`src/rtl/spi_controller.sv`:
```
// SPI mode-0 controller issuing 16-bit frames: {rw, addr[6:0], data[7:0]}, MSB first.
// SCLK half-period is CLK_DIV clk cycles (2..255). Each frame is followed by a
// CLK_DIV-cycle chip-select hold and a CLK_DIV-cycle deselected gap; done pulses
// on the last gap cycle.
// Optional feature macro: SPI_CONTROLLER_READ_EN. When defined, rw=0 frames
// capture cipo on the rising sclk edges of the data byte into rdata. When it is
// undefined, every frame is a write (bit15 forced to 1) and rdata stays 0.
module spi_controller #(
    parameter int unsigned CLK_DIV = 4
) (
    input  logic       clk,
    input  logic       rst_n,
    input  logic       start,
    input  logic       rw,
    input  logic [6:0] addr,
    input  logic [7:0] wdata,
    output logic       ready,
    output logic       done,
    output logic [7:0] rdata,
    output logic       sclk,
    output logic       ncs,
    output logic       copi,
    input  logic       cipo
);

    localparam int unsigned CNT_W   = 8;
    localparam int unsigned BIT_W   = 4;
    localparam int unsigned FRAME_W = 16;

    localparam logic [CNT_W-1:0] HALF_LAST = CNT_W'(CLK_DIV - 1);
    localparam logic [CNT_W-1:0] GAP_DONE  = CNT_W'(CLK_DIV - 2);
    localparam logic [BIT_W-1:0] BIT_LAST  = BIT_W'(FRAME_W - 1);

    typedef enum logic [1:0] {
        IDLE  = 2'd0,
        SHIFT = 2'd1,
        HOLD  = 2'd2,
        GAP   = 2'd3
    } state_e;

    state_e               state_q;
    logic [CNT_W-1:0]     cnt_q;
    logic [BIT_W-1:0]     bit_q;
    logic [FRAME_W-1:0]   frame_q;
    logic [FRAME_W-1:0]   frame_d;
    logic                 ready_q;
    logic                 done_q;
    logic                 sclk_q;
    logic                 ncs_q;
    logic                 copi_q;
    logic [7:0]           rdata_q;

`ifdef SPI_CONTROLLER_READ_EN
    logic                 read_q;
    logic [7:0]           rx_q;

    // Frame to launch: reads carry a zero data byte
    always_comb begin
        frame_d = rw ? {1'b1, addr, wdata} : {1'b0, addr, 8'h00};
    end
`else
    logic                 unused_inputs;
    assign unused_inputs = rw ^ cipo;

    // Frame to launch: write-only build always sets the write bit
    always_comb begin
        frame_d = {1'b1, addr, wdata};
    end
`endif

    // Transaction sequencer: idle, 16-bit shift, chip-select hold, deselected gap
    always_ff @(posedge clk or negedge rst_n) begin
        if (!rst_n) begin
            state_q <= IDLE;
            cnt_q   <= '0;
            bit_q   <= '0;
            frame_q <= '0;
            ready_q <= 1'b1;
            done_q  <= 1'b0;
            sclk_q  <= 1'b0;
            ncs_q   <= 1'b1;
            copi_q  <= 1'b0;
            rdata_q <= '0;
`ifdef SPI_CONTROLLER_READ_EN
            read_q  <= 1'b0;
            rx_q    <= '0;
`endif
        end else begin
            done_q <= 1'b0;
            case (state_q)
                IDLE: begin
                    if (start && ready_q) begin
                        state_q <= SHIFT;
                        ready_q <= 1'b0;
                        ncs_q   <= 1'b0;
                        sclk_q  <= 1'b0;
                        cnt_q   <= '0;
                        bit_q   <= '0;
                        frame_q <= frame_d;
                        copi_q  <= frame_d[FRAME_W-1];
`ifdef SPI_CONTROLLER_READ_EN
                        read_q  <= ~rw;
                        rx_q    <= '0;
`endif
                    end
                end
                SHIFT: begin
                    if (cnt_q != HALF_LAST) begin
                        cnt_q <= cnt_q + CNT_W'(1);
                    end else begin
                        cnt_q <= '0;
                        if (!sclk_q) begin
                            sclk_q <= 1'b1;
`ifdef SPI_CONTROLLER_READ_EN
                            // Data byte occupies bit slots 8..15 of the frame
                            if (read_q && bit_q[BIT_W-1]) begin
                                rx_q <= {rx_q[6:0], cipo};
                            end
`endif
                        end else begin
                            sclk_q <= 1'b0;
                            if (bit_q == BIT_LAST) begin
                                state_q <= HOLD;
                                copi_q  <= 1'b0;
                            end else begin
                                bit_q   <= bit_q + BIT_W'(1);
                                frame_q <= frame_q << 1;
                                copi_q  <= frame_q[FRAME_W-2];
                            end
                        end
                    end
                end
                HOLD: begin
                    if (cnt_q != HALF_LAST) begin
                        cnt_q <= cnt_q + CNT_W'(1);
                    end else begin
                        cnt_q   <= '0;
                        state_q <= GAP;
                        ncs_q   <= 1'b1;
                    end
                end
                GAP: begin
                    if (cnt_q == GAP_DONE) begin
                        done_q <= 1'b1;
`ifdef SPI_CONTROLLER_READ_EN
                        if (read_q) begin
                            rdata_q <= rx_q;
                        end
`endif
                    end
                    if (cnt_q != HALF_LAST) begin
                        cnt_q <= cnt_q + CNT_W'(1);
                    end else begin
                        cnt_q   <= '0;
                        state_q <= IDLE;
                        ready_q <= 1'b1;
                    end
                end
                default: begin
                    state_q <= IDLE;
                end
            endcase
        end
    end

    assign ready = ready_q;
    assign done  = done_q;
    assign rdata = rdata_q;
    assign sclk  = sclk_q;
    assign ncs   = ncs_q;
    assign copi  = copi_q;

endmodule

```
`config.mk`:
```
export PLATFORM = sky130hd
export DESIGN_NAME = spi_controller
export DESIGN_NICKNAME = d
export VERILOG_FILES = /design/src/rtl/spi_controller.sv
export SDC_FILE = /design/constraint.sdc
export NUM_CORES = 1
export LEC_CHECK = 0
export CORE_ASPECT_RATIO = 0.7
export CORE_MARGIN = 2
export CORE_UTILIZATION = 45
export DETAILED_ROUTE_END_ITERATION = 7
export PLACE_DENSITY = 0.77
export SYNTH_ARGS = -nofsm -noshare
export SYNTH_HDL_FRONTEND = slang
export SYNTH_SLANG_ARGS = --single-unit
```
`constraint.sdc`:
```
create_clock -name clk -period 2.2 [get_ports clk]
set_input_delay 0.55 -clock clk [delete_from_list [all_inputs] [get_ports clk]]
set_output_delay 0.55 -clock clk [all_outputs]
set_load 0.05 [all_outputs]
```
After elaboration in Yosys (flattened, before gate mapping)
Cells that the tools add are included.
Word-level totals
  latch bits: 0
  bits in read-only memories: 0
  output and inout port bits: 13
  bits in registers: 34
  bits of input ports: 20
  logic and storage cells: 70
  memories: 0
  RAM bits: 0
Operators by class
  eq/ne operators: 13
  mux-type cells: 34
  div/mod/pow operators: 0
  $lt $le $gt $ge: 0
  reduce and logical (&&, ||, !) cells: 12
  $add $sub $neg: 2
  bitwise logic cells: 0
  multipliers: 0
  shifts and indexed selects: 0
Operator list (number)
  $mux 15: 4
  $pmux 15 s2: 1
  $mux 4: 4
  $mux 8: 2
  $pmux 8 s2: 1
  $ne 2x2->1 const B: 7
  $mux 2: 6
  $mux 1: 10
  $reduce_and 3->1: 3
  $add 8x1->8 const B: 1
  $eq 8x2->1 const B: 1
  $ne 8x2->1 const B: 1
  $pmux 1 s2: 4
  $pmux 2 s4: 1
  $pmux 4 s2: 1
  $reduce_and 6->1: 1
  $reduce_bool 2->1: 3
  $reduce_and 5->1: 1
  $add 4x1->4 const B: 1
  $eq 2x2->1 const B: 2
  $eq 4x4->1 const B: 1
  $reduce_and 4->1: 1
  $reduce_or 3->1: 1
  $eq 2x1->1 const B: 1
  2 further kinds: 2

Logic depth before layout (Yosys ltp)
Gate-level depths: netlist of run 1.
  depth in word-level cells: 5
  depth in mapped cells: 9
  mapped depth without buffers: 6

Worst setup path before layout of run 1
OpenSTA, ideal clock, no wires.
  path type: reg-to-reg
  start point: register state_q[1]
  end point: register bit_q[0]
  stages on the path, launching flop included: 10
  period minus slack after synthesis: 1843 ps
  data required time: 2076 ps
  arrival: 1719 ps
  slack: 357 ps
  path buffers: 3
  path through: dfrtp_1 -> inv_1 -> ha_1 -> buf_2 -> inv_1 -> o21a_1 -> buf_2 -> clkbuf_1 -> nor4_1 -> a211o_1
Between the ends
  longest elaborated chain between the ends: 3
RTL lines
  start, declared: RTL line 41  | state_e state_q;
  start signal, assigned: RTL line 74  | state_q <= IDLE;
  start signal, assigned: RTL line 93  | state_q <= SHIFT;
  start signal, assigned: RTL line 123  | state_q <= HOLD;
  $eq 2x1->1 / $logic_not 2->1 (equally long branches): RTL line 90  | case (state_q)
  $ne 2x2->1 (no line) / $reduce_bool 2->1 (equally long branches)
  $reduce_and 5->1 (no line)
  end signal, assigned: RTL line 126  | bit_q <= bit_q + BIT_W'(1);
  end, declared: RTL line 43  | logic [BIT_W-1:0] bit_q;
Parallel ways exist; a longest one is shown, timed or not.
A chain may end at the register's enable or synchronous reset.

Worst setup path after layout of run 1
  start point: register state_q[1]
  end point: register copi_q (netlist: copi)
Between the ends
  longest elaborated chain between the ends: 3
RTL lines
  $eq 2x1->1 / $logic_not 2->1 (equally long branches): RTL line 90
  $ne 2x2->1 (no line) / $reduce_bool 2->1 (equally long branches)
  $reduce_and 4->1 (no line)
  end signal, assigned: RTL line 100  | copi_q <= frame_d[FRAME_W-1];
  end signal, assigned: RTL line 128  | copi_q <= frame_q[FRAME_W-2];
  end, declared: RTL line 50  | logic copi_q;
Parallel ways exist; a longest one is shown, timed or not.

==> key figures, run 1 <==
Place
  • Placed standard-cell area: 0.00227 mm^2
  • Port Buffers: 22
  • Place WS: 0.0177 ns
  • Cells after DPL: 289
  • Post-DP HPWL: 2730 um
  • Routability cong.: 0.753

Timing
  • Final hold slack: 0.487 ns
  • Fmax: 508 MHz
  • Setup tns final: 0 ns
  • Crit share post-route: 0.895
  • Setup-failing EPs final: 0
  • Setup ws final: 0.230 ns
  • Final Skew: 0.00300 ns
  • RSZ-0062 raised after global routing: false
  • Max_slew headroom: 0.581
  • Slew @ Worst Pin: 0.622 ns
  • Final Hold Viols: 0
  • Min Tclk post-route: 1.97 ns
  • Fin. max-slew vios: 0

CTS
  • CTS sink cnt: 34
  • Worst skew pair latency: 0.28 ns
  • CTS tree: yes
  • Max H-tree Level: 2
  • Clock slew at reported path FFs: 0.07 ns
  • CTS Buf Count: 5
  • CTS Hold Bufs: 0
  • Number of setup buffers added after CTS: 0
  • Post_cts resized: 0
  • CTS root buf: clkbuf_8
  • CTS Buffer Depth: 2

Floorplanning
  • Core area: 0.00433 mm^2
  • Die Wd: 84.2 um
  • Initial Util: 0.468
  • Top Ports: 33
  • Die area: 0.00506 mm^2
  • Std cell rows: 20
  • DIE HEIGHT: 60.1 um

Logic synthesis
  • Post-Syn Area: 0.00202 mm^2
  • Cell variety after synth: 48
  • Mapped Avg Cell Area: 9.20 um^2
  • Yosys reg bits: 34
  • Asr flop ratio synth: 1.00
  • Synth Instances: 220
  • EDFF count, synth: 0
  • Register area share after synthesis: 0.422
  • Syn. warnings: 8
  • Top FF cell, synth: dfrtp_1

Setup path
  • Crit-path cells: inv_1 -> ha_1 -> inv_1 -> o21ai_0 -> a31oi_1 -> a311o_1
  • Critical Path Source Type: register
  • Setup crit end kind: register
  • FF-to-FF path depth: 6
  • Slowest-stage cell, CP: o21ai_0
  • CP Data Required Time: 2.36 ns
  • Cell repeated most along the worst path: inv_1
  • WS Path Type: reg -> reg
  • Setup slack, reg-to-reg: 0.23 ns
  • Critical Path AT: 2.13 ns
  • Crit path max fanout: 6
  • R2R Path Start: state_q[1]$_DFFE_PN0P_
  • Worst R2R End: copi$_DFFE_PN0P_
  • CP max stage delay: 0.53 ns

Status
  • Status: finished clean

Min path
  • Hold path start: frame_q[8]$_DFFE_PN0P_
  • Hold Path Cell Cnt: 1
  • Worst Hold End: frame_q[8]$_DFFE_PN0P_
  • HP Class: reg -> reg

Power and ir drop
  • Pwr Total: 1.15 mW
  • Power Density: 489 mW/mm^2
  • Pleak: 1.04 nW
  • Peak VDD IR: 0.000278 V

Layout
  • Area Overhead vs Synth: 16.3%
  • Post-layout util: 0.544
  • Final Cell Area: 0.00235 mm^2
  • Non-Filler Instances: 295
  • Share of layout cells above drive strength 1: 0.0917
  • Ant. Diodes: 0
  • Nets: 269

GRT
  • Largest net degree at the start of global routing: 37
  • Total grt overflow: 0
  • First-pass GRT wire length: 6800 um
  • Number of global-route vias before repair: 1,451
  • Initial antenna violation count: 0
  • All-Layer GR Usage: 0.170

Routing
  • Post-Route WL: 3960 um
  • Routed length per instance: 13.4 um
  • Pre-antenna DRT Iters: 4
  • DRC Markers: 0
  • Vias after detailed routing: 1,625
  • Vias/cell: 5.51
  • Initial DRC count: 80
  • Post-DRT Antenna Nets: 0

Job
  • MaxCap Viol Count: 0
[layout make-up]
class	instances	area (um^2)
clock buffer	6	82.6
fill	396	1980
inverter	6	22.5
multi-input combinational	165	1040
sequential	34	853
tap	55	68.8
timing repair buffer	29	290
[cells in the mapped netlist, types with 2 or more instances]
library cell	instances	share of area
a211o_1	11	0.048
a21oi_1	5	0.012
a2bb2oi_1	2	0.0087
and2_1	2	0.0062
and3_1	2	0.0062
and4_1	2	0.0087
buf_2	6	0.015
buf_4	9	0.033
buf_6	2	0.011
clkbuf_1	5	0.0093
dfrtp_1	32	0.40
dfstp_2	2	0.026
ha_1	8	0.049
inv_1	6	0.011
mux2i_1	2	0.0099
nand2_1	37	0.069
nand3_1	11	0.027
nand4_1	3	0.0093
nor2_1	19	0.035
nor3_1	3	0.0074
nor4_1	2	0.0062
o211ai_1	3	0.011
o21a_1	2	0.0074
o21ai_0	6	0.015
o31a_1	2	0.0087
o31ai_1	8	0.030
or3_1	3	0.0093
xnor2_1	3	0.013
xor2_1	3	0.013
[worst max-delay path: cells and delay by family, from the launching register on]
family                     cells  cell delay, ns
DFF                            1            0.41
adders and majority gates      1            0.21
buffers and inverters          2            0.25
AOI/OAI and AO/OA              3            0.98
[how the worst max path moves through the flow]
| stage | startpoint | end | slack (ns) | depth (start not counted) |
|---|---|---|---|---|
| 2_1_floorplan | state_q[1]$_DFFE_PN0P_ | bit_q[0]$_DFFE_PN0P_ | 0.36 | 9 |
| 3_3_place_gp | start | frame_q[5]$_DFFE_PN0P_ | 0.05 | 5 |
| 3_5_place_dp | start | frame_q[5]$_DFFE_PN0P_ | 0.02 | 5 |
| 4_1_cts | state_q[1]$_DFFE_PN0P_ | copi$_DFFE_PN0P_ | 0.20 | 6 |
| 5_1_grt | state_q[1]$_DFFE_PN0P_ | copi$_DFFE_PN0P_ | 0.02 | 6 |
| 6_report | state_q[1]$_DFFE_PN0P_ | copi$_DFFE_PN0P_ | 0.23 | 6 |
[where the power goes]
part / total, mW / switching [mW] / leakage (nW) / internal, mW
Sequential: 0.625 / 0 / 0.349 / 0.625
Combinational: 0.0764 / 0.0476 / 0.644 / 0.0288
Clock: 0.450 / 0.208 / 0.0431 / 0.241
Total: 1.15 / 0.256 / 1.04 / 0.895
[registers in the layout, indices dropped and copies added, names as in the netlist]
name	count
ncs	1
bit_q	4
state_q	2
frame_q	15
cnt_q	8
sclk	1
done	1
copi	1
ready	1
[placed cells by master, fill, tap and decap left out, types with 2 or more instances in the layout]
master	n
and4_1	2
conb_1	8
and3_1	2
xnor2_1	3
o31a_1	2
nand3_1	11
ha_1	8
a2bb2oi_1	2
o31ai_1	8
inv_1	6
and2_1	2
nand2_1	37
buf_4	8
o21a_1	2
clkdlybuf4s50_1	19
o211ai_1	3
o21ai_0	6
dfstp_2	2
dfrtp_1	32
clkbuf_8	6
or3_1	3
xor2_1	3
nor4_1	2
nand4_1	3
a211o_1	11
a21oi_1	5
mux2i_1	2
nor3_1	3
nor2_1	19
buf_12	2
[cells by family after synthesis]
family | Yosys count | share of synthesized area
fa+ha+maj | 8 | 0.0494
other cells | 1 | 0.00185
flops | 34 | 0.422
mux | 3 | 0.0155
simple gates | 91 | 0.222
compound gates | 49 | 0.184
xor+xnor | 6 | 0.0260
buf+inv | 28 | 0.0797
[layer usage]
layer	vias up	global-route usage	part of all wire
li1	810	-	-
met1	767	0.249	0.50
met2	44	0.251	0.44
met3	4	0.0414	0.054
met4	0	0.0484	0.0063
met5	-	0	0
Power figures use the tool's default switching activity.
==> inputs of run 2 (changes only) <==
CORE_MARGIN = 4   (was 2)
clock period = 2.1 ns   (was 2.2 ns; I/O delays follow)
==> key figures, run 2 (synthesis gave the netlist of run 1 again) <==
Status
  • Status: finished clean

Timing
  • Crit share post-route: 0.927
  • Final Skew: 0.00350 ns
  • Min Tclk post-route: 1.95 ns
  • Final Hold Viols: 0
  • Slew @ Worst Pin: 0.527 ns
  • Max_slew headroom: 0.648
  • Setup-failing EPs final: 0
  • Final hold slack: 0.490 ns
  • RSZ-0062 raised after global routing: false
  • Fin. max-slew vios: 0
  • Fmax: 514 MHz
  • Setup tns final: 0 ns

Routing
  • Post-DRT Antenna Nets: 0
  • Initial DRC count: 116
  • DRC Markers: 0
  • Vias after detailed routing: 1,642
  • Routed length per instance: 13.3 um
  • Pre-antenna DRT Iters: 4
  • Vias/cell: 5.42
  • Post-Route WL: 4030 um

Floorplanning
  • Core area: 0.00433 mm^2
  • Die area: 0.00565 mm^2
  • DIE HEIGHT: 64.1 um
  • Top Ports: 33
  • Initial Util: 0.468
  • Std cell rows: 20
  • Die Wd: 88.2 um

CTS
  • CTS Buf Count: 5
  • Clock slew at reported path FFs: 0.07 ns
  • Number of setup buffers added after CTS: 0
  • CTS tree: yes
  • CTS Buffer Depth: 2
  • CTS sink cnt: 34
  • Post_cts resized: 1
  • CTS root buf: clkbuf_8
  • CTS Hold Bufs: 0
  • Worst skew pair latency: 0.28 ns
  • Max H-tree Level: 2

GRT
  • Number of global-route vias before repair: 1,544
  • Largest net degree at the start of global routing: 37
  • Total grt overflow: 0
  • All-Layer GR Usage: 0.164
  • Initial antenna violation count: 0
  • First-pass GRT wire length: 7310 um

Place
  • Port Buffers: 22
  • Routability cong.: 0.739
  • Cells after DPL: 295
  • Post-DP HPWL: 2880 um

Layout
  • Multi-input logic area: 0.00104 mm^2
  • Post-layout util: 0.557
  • Layout filler cell count: 396
  • Nets: 275
  • Largest Register: frame_q
  • Largest regs: frame_q x15, cnt_q x8, bit_q x4
  • Ant. Diodes: 0
  • Most common cell after layout, fill and taps aside: nand2_1
  • Flip-flop and latch area: 853 um^2
  • Share of layout cells above drive strength 1: 0.121
  • Area Overhead vs Synth: 19.1%
  • Largest register FFs: 15
  • Non-Filler Instances: 303
  • Most frequent cells in the layout: nand2_1, dfrtp_1, nor2_1, clkdlybuf4s50_1, buf_4

Power and ir drop
  • Pwr Total: 1.23 mW
  • Peak VDD IR: 0.000321 V
  • Pleak: 1.07 nW
  • Power Density: 510 mW/mm^2

Setup path
  • Slowest-stage cell, CP: clkdlybuf4s50_1
  • CP max stage delay: 0.80 ns
  • Crit path buffers/inverters: 1
  • Setup crit end kind: primary output
  • Crit-path leading delay family: buffers and inverters
  • Critical Path AT: 1.42 ns
  • Crit-path cells: clkdlybuf4s50_1
  • CP Data Required Time: 1.57 ns
  • WS Path Type: reg -> out
  • Crit path max fanout: 2
  • Critical Path Source Type: register

Min path
  • HP Class: reg -> reg

Job
  • MaxCap Viol Count: 0
## run 2: cell count changes in the layout (fill, tap and decap cells not counted)
cell / delta
buf_4: +6
clkbuf_1: +1
clkinv_2: +1
o21ai_1: +1
o21ai_2: +1
o21ai_0: -2
## run 2: path summary, 6_finish.rpt
kind,from,end,slack (ns),cells after the start
worst max register to register,cnt_q[1]$_DFFE_PN0P_,frame_q[4]$_DFFE_PN0P_,0.18,6
worst min register to register,frame_q[3]$_DFFE_PN0P_,frame_q[3]$_DFFE_PN0P_,0.49,1
worst min-delay path,frame_q[3]$_DFFE_PN0P_,frame_q[3]$_DFFE_PN0P_,0.49,1
worst max-delay path,copi$_DFFE_PN0P_,copi,0.15,1
max in group asynchronous,rst_n,ncs$_DFFE_PN1P_,1.11,2
min in group asynchronous,rst_n,frame_q[12]$_DFFE_PN0P_,0.65,2
## run 2: through the flow
| stage | setup WS [ns] | instance area, um^2 |
|---|---|---|
| 2_1_floorplan | 0.257 | 2050 |
| 3_3_place_gp | 0.0191 | 2320 |
| 3_5_place_dp | -0.00410 | 2320 |
| 4_1_cts | 0.0535 | 2410 |
| 5_1_grt | 0.0286 | 2410 |
| 6_report | 0.153 | 2410 |
## run 2: per-layer routing
| layer | up-vias | part of all wire | global-route usage |
|---|---|---|---|
| met5 | - | 0 | 0 |
| met4 | 0 | 0.010 | 0.0509 |
| met3 | 5 | 0.051 | 0.0425 |
| met2 | 31 | 0.42 | 0.231 |
| met1 | 777 | 0.52 | 0.245 |
| li1 | 829 | - | - |
## run 2: power breakdown
part	switching [mW]	internal, mW
Clock	0.226	0.264
Sequential	0	0.655
Combinational	0.0506	0.0325
## run 2: area by class of cell
class / instances / area share
Sequential cell: 34 / 0.354
Clock inverter: 1 / 0.00208
Tap cell: 55 / 0.0285
Timing Repair Buffer: 35 / 0.139
Inverter: 6 / 0.00934
Multi-Input combinational cell: 165 / 0.431
Clock buffer: 7 / 0.0358
==> inputs of run 3 (changes only) <==
CORE_MARGIN = 8   (was 4)
REMOVE_ABC_BUFFERS = 1   (was not set)
==> key figures, run 3 (synthesis gave the netlist of run 1 again) <==
Timing
  • Min Tclk post-route: 1.95 ns
  • Final Hold Viols: 0
  • Setup ws final: 0.151 ns
  • Final Skew: 0.00662 ns
  • Setup-failing EPs final: 0
  • RSZ-0062 raised after global routing: false
  • Fin. max-slew vios: 0
  • Crit share post-route: 0.928
  • Fmax: 513 MHz

Floorplanning
  • DIE HEIGHT: 72.1 um
  • Core area: 0.00433 mm^2
  • Std cell rows: 20
  • Die area: 0.00693 mm^2
  • Top Ports: 33
  • Initial Util: 0.468
  • Die Wd: 96.2 um

CTS
  • CTS root buf: clkbuf_8
  • CTS Hold Bufs: 0
  • CTS sink cnt: 34
  • Clock slew at reported path FFs: 0.07 ns
  • CTS tree: yes
  • Worst skew pair latency: 0.28 ns
  • Max H-tree Level: 2
  • CTS Buf Count: 5
  • CTS Buffer Depth: 2

Layout
  • Largest register FFs: 15
  • Largest Register: frame_q
  • Most frequent cells in the layout: nand2_1, dfrtp_1, nor2_1, clkdlybuf4s50_1, buf_4
  • Nets: 276
  • Most common cell after layout, fill and taps aside: nand2_1
  • Layout filler cell count: 390
  • Non-Filler Instances: 304
  • Area Overhead vs Synth: 20.0%
  • Largest regs: frame_q x15, cnt_q x8, bit_q x4
  • Ant. Diodes: 0
  • Share of layout cells above drive strength 1: 0.116

Place
  • Port Buffers: 22
  • Place WS: 0.0543 ns
  • Cells after DPL: 296
  • Post-DP HPWL: 3330 um
  • Routability cong.: 0.791

GRT
  • All-Layer GR Usage: 0.139
  • Initial antenna violation count: 0
  • Largest net degree at the start of global routing: 35
  • Number of global-route vias before repair: 1,638
  • Total grt overflow: 0
  • First-pass GRT wire length: 7760 um

Setup path
  • Crit path from: cnt_q[0]$_DFFE_PN0P_
  • R2R Path Start: cnt_q[0]$_DFFE_PN0P_
  • Crit-path cells: ha_1 -> nor3b_1 -> and2_1 -> o21ai_0 -> mux2_2
  • Crit path max fanout: 6
  • CP max stage delay: 0.40 ns
  • FF-to-FF path depth: 5
  • Setup crit end kind: register
  • WS Path Type: reg -> reg
  • Critical Path Source Type: register
  • CP Data Required Time: 2.27 ns
  • Slowest-stage cell, CP: dfrtp_1
  • Worst R2R End: state_q[1]$_DFFE_PN0P_
  • Critical Path AT: 2.12 ns
  • Worst Setup EP: state_q[1]$_DFFE_PN0P_
  • Setup slack, reg-to-reg: 0.15 ns

Status
  • Status: finished clean

Routing
  • Pre-antenna DRT Iters: 4
  • Initial DRC count: 102
  • Post-Route WL: 4460 um
  • Post-DRT Antenna Nets: 0
  • Routed length per instance: 14.7 um
  • Vias/cell: 5.45
  • DRC Markers: 0
  • Vias after detailed routing: 1,658

Min path
  • HP Class: reg -> reg

Power and ir drop
  • Pleak: 1.08 nW
  • Peak VDD IR: 0.000378 V
  • Power Density: 543 mW/mm^2

Job
  • MaxCap Viol Count: 0
-- run 3: cell types whose count changed in the layout (fill, tap and decap cells not counted), sizes merged --
cell and change:
bufinv +1, clkinv -1, buf +1
-- run 3: worst max-delay path, delay by kind of cell, from the launching register on --
family | cells | cell delay (ns)
compound gates | 1 | 0.39
fa+ha+maj | 1 | 0.25
flops | 1 | 0.40
mux | 1 | 0.38
simple gates | 2 | 0.42
-- run 3: repair_timing --
action,4_1_cts,5_1_grt
endpoints found under the hold margin,0,0
resized for setup,0,1
setup endpoints to repair,0,2
setup buffers,0,0
-- run 3: layout make-up --
type,instances,area (um^2),area share
Sequential cell,34,853,0.351
Multi-Input combinational cell,165,1040,0.426
Clock inverter,1,30.0,0.0124
Inverter,6,22.5,0.00927
Clock buffer,7,76.3,0.0314
Tap cell,55,68.8,0.0283
Timing Repair Buffer,36,343,0.141
-- run 3: how the worst min path moves through the flow --
| stage | from | to | slack (ns) | depth (start not counted) |
|---|---|---|---|---|
| after global placement | frame_q[10]$_DFFE_PN0P_ | frame_q[10]$_DFFE_PN0P_ | 0.47 | 1 |
| after floorplan | rst_n | bit_q[0]$_DFFE_PN0P_ | 0.23 | 0 |
| after CTS | frame_q[7]$_DFFE_PN0P_ | frame_q[7]$_DFFE_PN0P_ | 0.49 | 1 |
| after global routing | frame_q[1]$_DFFE_PN0P_ | frame_q[1]$_DFFE_PN0P_ | 0.51 | 1 |
| final | frame_q[7]$_DFFE_PN0P_ | frame_q[7]$_DFFE_PN0P_ | 0.49 | 1 |
| after detailed placement | frame_q[7]$_DFFE_PN0P_ | frame_q[7]$_DFFE_PN0P_ | 0.48 | 1 |
-- run 3: through the flow --
step                utilization  hold slack, ns  TNS (ns)  instance area, um^2  total power [mW]
CTS                       0.561           0.494         0                 2430              1.33
finish                    0.561           0.491         0                 2430              1.32
global route              0.561           0.513         0                 2430              1.37
global placement          0.537           0.469         0                 2320             0.749
detailed placement        0.537           0.478         0                 2320             0.750
floorplan                     -           0.229     -2.39                 1910             0.701
-- run 3: power by group --
group | switching [mW] | internal [mW] | total (mW)
sequential | 0 | 0.655 | 0.655
combinational | 0.0512 | 0.0314 | 0.0825
clock | 0.226 | 0.355 | 0.581
-- run 3: per-layer routing --
layer  share of wire  global-route usage
met2            0.48               0.219
met3           0.049              0.0330
met4          0.0061              0.0357
met5               0                   0
met1            0.47               0.186
